## config.mk

```make
export PLATFORM = sky130hd
export DESIGN_NAME = line_clear_ctrl
export DESIGN_NICKNAME = d
export VERILOG_FILES = /design/src/rtl/line_clear_ctrl.sv
export SDC_FILE = /design/constraint.sdc
export NUM_CORES = 1
export LEC_CHECK = 0
export ABC_AREA = 1
export ABC_CLOCK_PERIOD_IN_PS = 1800
export CAP_MARGIN = 5
export CORE_ASPECT_RATIO = 1.1
export CORE_MARGIN = 5
export CORE_UTILIZATION = 43
export CTS_CLUSTER_DIAMETER = 120
export DETAILED_ROUTE_END_ITERATION = 12
export GPL_TIMING_DRIVEN = 1
export PLACE_DENSITY = 0.84
export SLEW_MARGIN = 20
export SYNTH_ARGS = -nofsm -noshare
export SYNTH_HDL_FRONTEND = slang
export SYNTH_SLANG_ARGS = --single-unit
```

## constraint.sdc

```tcl
create_clock -name clk -period 1.8 [get_ports clk]
set_clock_uncertainty 0.1 [all_clocks]
set_input_delay 0.27 -clock clk [delete_from_list [all_inputs] [get_ports clk]]
set_output_delay 0.27 -clock clk [all_outputs]
set_load 0.02 [all_outputs]
```

## src/rtl/line_clear_ctrl.sv

```systemverilog
// line_clear_ctrl: one-pass full-row clear and in-place compaction of a
// BLOCKS_W x BLOCKS_H board held in an external row memory.
// The board is scanned bottom-up. Rows that are not full are copied down to
// the write pointer, and full rows are dropped and counted. The vacated rows
// at the top are then zero-filled.
// Optional feature: define LINE_CLEAR_SCORE_EN to add the score_add output.
module line_clear_ctrl #(
    parameter int BLOCKS_W = 10,
    parameter int BLOCKS_H = 20
) (
    input  logic                clk,
    input  logic                reset_n,
    input  logic                start,
    output logic                busy,
    output logic                done,
    output logic [4:0]          rd_addr,
    input  logic [BLOCKS_W-1:0] rd_data,
    output logic                wr_en,
    output logic [4:0]          wr_addr,
    output logic [BLOCKS_W-1:0] wr_data,
    output logic [4:0]          lines_cleared
`ifdef LINE_CLEAR_SCORE_EN
    ,
    output logic [10:0]         score_add
`endif
);

    typedef enum logic [1:0] {
        S_IDLE = 2'd0,
        S_SCAN = 2'd1,
        S_FILL = 2'd2,
        S_DONE = 2'd3
    } state_t;

    localparam logic [4:0] LAST_ROW = 5'(BLOCKS_H - 1);

    state_t     state_q, state_d;
    logic [4:0] rd_ptr_q, rd_ptr_d;
    logic [4:0] wr_ptr_q, wr_ptr_d;
    logic [4:0] count_q, count_d;
    logic [4:0] lines_q, lines_d;
    logic       row_full;
    logic       enter_done;

    // A row is full when every cell in it is occupied.
    assign row_full = &rd_data;

    // The pass result is captured on the single transition into DONE.
    assign enter_done = (state_d == S_DONE) && (state_q != S_DONE);

    // State register (synchronous active-low reset)
    always_ff @(posedge clk) begin
        if (!reset_n) state_q <= S_IDLE;
        else          state_q <= state_d;
    end

    // Next-state logic: SCAN always lasts BLOCKS_H cycles, and FILL runs
    // until the write pointer has written row 0.
    always_comb begin
        state_d = state_q;
        case (state_q)
            S_IDLE: if (start) state_d = S_SCAN;
            S_SCAN: if (rd_ptr_q == 5'd0)
                        state_d = (count_d != 5'd0) ? S_FILL : S_DONE;
            S_FILL: if (wr_ptr_q == 5'd0) state_d = S_DONE;
            S_DONE: state_d = S_IDLE;
            default: state_d = S_IDLE;
        endcase
    end

    // Datapath registers: pointers, the running count and the held result.
    // Reset clears them all, which aborts any pass that is in progress.
    always_ff @(posedge clk) begin
        if (!reset_n) begin
            rd_ptr_q <= '0;
            wr_ptr_q <= '0;
            count_q  <= '0;
            lines_q  <= '0;
        end else begin
            rd_ptr_q <= rd_ptr_d;
            wr_ptr_q <= wr_ptr_d;
            count_q  <= count_d;
            lines_q  <= lines_d;
        end
    end

    // Datapath next-state logic. wr_ptr only moves when a row is written, so
    // it never drops below rd_ptr. A kept row therefore never overwrites a
    // row that has not been read yet. Pointers stop at 0 instead of wrapping.
    always_comb begin
        rd_ptr_d = rd_ptr_q;
        wr_ptr_d = wr_ptr_q;
        count_d  = count_q;
        lines_d  = lines_q;
        case (state_q)
            S_IDLE: begin
                if (start) begin
                    rd_ptr_d = LAST_ROW;
                    wr_ptr_d = LAST_ROW;
                    count_d  = '0;
                end
            end
            S_SCAN: begin
                rd_ptr_d = (rd_ptr_q != 5'd0) ? rd_ptr_q - 5'd1 : 5'd0;
                if (row_full)
                    count_d = count_q + 5'd1;
                else if (wr_ptr_q != 5'd0)
                    wr_ptr_d = wr_ptr_q - 5'd1;
            end
            S_FILL: begin
                if (wr_ptr_q != 5'd0) wr_ptr_d = wr_ptr_q - 5'd1;
            end
            default: ;
        endcase
        if (enter_done) lines_d = count_d;
    end

    // Output decode. IDLE and DONE drive no writes, and both addresses are
    // zero outside the states that use them.
    always_comb begin
        busy    = 1'b0;
        done    = 1'b0;
        rd_addr = '0;
        wr_en   = 1'b0;
        wr_addr = '0;
        wr_data = '0;
        case (state_q)
            S_SCAN: begin
                busy    = 1'b1;
                rd_addr = rd_ptr_q;
                if (!row_full) begin
                    wr_en   = 1'b1;
                    wr_addr = wr_ptr_q;
                    wr_data = rd_data;
                end
            end
            S_FILL: begin
                busy    = 1'b1;
                wr_en   = 1'b1;
                wr_addr = wr_ptr_q;
            end
            S_DONE: done = 1'b1;
            default: ;
        endcase
    end

    assign lines_cleared = lines_q;

`ifdef LINE_CLEAR_SCORE_EN
    logic [10:0] score_q, score_d;

    function automatic logic [10:0] score_of(input logic [4:0] n);
        case (n)
            5'd0:    score_of = 11'd0;
            5'd1:    score_of = 11'd40;
            5'd2:    score_of = 11'd100;
            5'd3:    score_of = 11'd300;
            default: score_of = 11'd1200;
        endcase
    endfunction

    // The score is loaded together with lines_cleared and held between passes.
    always_comb begin
        score_d = score_q;
        if (enter_done) score_d = score_of(count_d);
    end

    // Score register
    always_ff @(posedge clk) begin
        if (!reset_n) score_q <= '0;
        else          score_q <= score_d;
    end

    assign score_add = score_q;
`endif

endmodule

```

==> metrics.txt <==
outcome=complete, but fails checks; failing checks=setup timing; Setup CP Type=register to register; largest net degree at the start of global routing=14; synthesized area per cell=6.23 µm²; CTS tree=built; CP arrival=2.22 ns; gr ovfl total=0; FILL cells=203; nets=359; crit end category=register; row count=22; flops & latches, synth=22; Antenna Cells=0; # DRC=0; syn nets=261; DIE AREA=4760 µm²; Power Total=2.23 mW; Vias=1995; share of layout cells above drive strength 1=0.533; post-synthesis cell area=1500 µm²; RSZ-0062 raised after global routing=true; Max FO, Critical Path=5; Clock Latency Late Sink=0.32 ns; ANT nets after route=0; Tightest Pin Transition=0.554 ns; drt first pass iters=5; number of H-tree levels=1; Leak=1.35 nW; Synth cell types=28; sequential share of the synthesized area=0.295; DPL Wire Length=3290 µm; Die X=66.2 µm; Pins Over Slew Limit=0; Die Ht=71.8 µm; Slew headroom=0.630; type of origin of the critical path=register; Starting Density=0.445; Post-Syn Instances=240; Placeable Area=3360 µm²; number of buffers inserted during clock tree synthesis=3; area leader, netlist=dfxtp_1; antenna violations before repair=0; f_max=476 MHz; number of synthesized flops with an enable pin=0; Hold Fails Final Rpt=0; vias per cell=5.20; Max IR drop VDD=0.000690 V; crit path time final=2.10 ns; Async SR Flop Fraction=0; most common cell in the netlist=nand2_1; CTS Hold Buffers Added=0; final worst setup slack=-0.300 ns; initial DRC count=145; vias in the first global route=1808; CTS Sinks=22; Syn-to-layout area delta=85.8%; gp weighted congestion=0.827; commonest cells in the netlist=nand2_1, inv_1, nor2_1, dfxtp_1, a21oi_1; Most used DFF post-synth=dfxtp_1; IO buf count=40; FF+latch area=448 µm²; Clock transition at path regs=0.12 ns; CTS Buffer Depth=2; WL final=6010 µm; multi-input logic area=1190 µm²; worst slack at placement=-0.675 ns; CTS root buffer=clkbuf_4; routed length per instance=15.7 µm; global-route wire length before repair=7980 µm; yosys warns=0; global-route usage over all layers=0.208; I/O pin total=41; maxcap violations=0; CP required=1.92 ns; Synth area leaders=dfxtp_1, nand2_1, inv_1; Worst Hold Class=register to register; final setup fails=23; Yosys top cell area share=0.295; cell area power density=803 nW/µm²; final period utilization=1.17
## worst max-delay path, cell delays in order (launching register included)
cell and delay, ns:
dfxtp_4 0.40, inv_4 0.05, ha_4 0.17, inv_2 0.07
nor2_4 0.05, nor2_4 0.15, nand2_2 0.10, nand2_2 0.09
nand2_2 0.08, nor2_2 0.09, nand3_1 0.07, nand2_1 0.07
nand2_2 0.06, nand2_4 0.11, nand3_4 0.13, nor2_2 0.15
nor2_2 0.05
## metrics by stage
stage                      util  hold WS, ns  TNS (ns)  cells  area, µm²
after CTS                 0.743        0.404     -1.39    380       2490
after floorplan               -        0.358    -0.391    240       1570
after global routing      0.827        0.430     -5.18    384       2780
after global placement    0.695        0.378    -13.78    368       2330
after detailed placement  0.695        0.380    -15.37    368       2330
final                     0.827        0.402     -2.95    384       2780
## metal layers
layer / track usage / part of all wire / vias up
li1: - / - / 922
met1: 0.238 / 0.36 / 925
met2: 0.383 / 0.53 / 116
met3: 0.0298 / 0.071 / 32
met4: 0.0813 / 0.035 / 0
met5: 0 / 0 / -
## path summary, 6_finish.rpt
| check | endpoint | depth (start not counted) | from | slack [ns] |
|---|---|---|---|---|
| setup / recovery | lines_cleared[0] | 16 | state_q[0] | -0.30 |
| hold / removal | wr_ptr_q[1] | 2 | wr_ptr_q[1] | 0.40 |
| setup reg to reg | lines_cleared[0] | 16 | state_q[0] | -0.30 |
| hold reg to reg | wr_ptr_q[1] | 2 | wr_ptr_q[1] | 0.40 |
## logic make-up (layout without fill, tap and decap cells)
group,after synthesis,count (layout),synth area share
AND/OR/NAND/NOR,123,124,0.373
buffers and inverters,59,154,0.155
AO/OA/AOI/OAI,26,26,0.0988
flip-flops,22,22,0.295
adder cells (fa/ha/maj),8,8,0.0669
XOR/XNOR,2,2,0.0117
## timing repair
action                     4_1_cts  5_1_grt
gates resized for setup        153       82
buffers inserted                 7        5
setup endpoints to repair       33       33
pin swaps                       11       14
cloned                           2        0
## report_power, final
group / internal [mW] / leakage (nW) / switching, mW
logic: 0.634 / 1.16 / 0.764
clock network: 0.0786 / 0.0138 / 0.152
registers: 0.552 / 0.181 / 0.0492
## layout make-up
class                      instances  area share
clock buffer                       3     0.00811
multi-input combinational        160       0.429
sequential                        22       0.161
tap                               48      0.0216
inverter                          54      0.0757
timing repair buffer              97       0.304
## registers in the layout, indices dropped and copies added, names as in the netlist
name	cells
state_q	2
wr_ptr_q	5
rd_ptr_q	5
lines_cleared	5
count_q	5
## cell usage in the layout (no fill, tap or decap), types with 3 or more instances in the layout
cell type,synthesis,layout
dlygate4sd2_1,0,10
dfxtp_2,0,3
nand3_4,1,3
nor3_1,5,3
ha_1,8,3
nor2_2,8,18
inv_4,0,3
inv_2,2,9
buf_4,0,50
nor2_1,35,6
dfxtp_1,22,18
nand2_1,54,35
clkdlybuf4s50_1,0,7
nor2_4,2,21
buf_2,2,5
a21oi_1,14,11
buf_6,1,21
o21ai_0,7,3
nand3_1,10,10
ha_4,0,4
clkbuf_4,0,3
inv_1,52,42
nand2_2,3,20
Note: power is estimated with default switching activity, not from simulation.
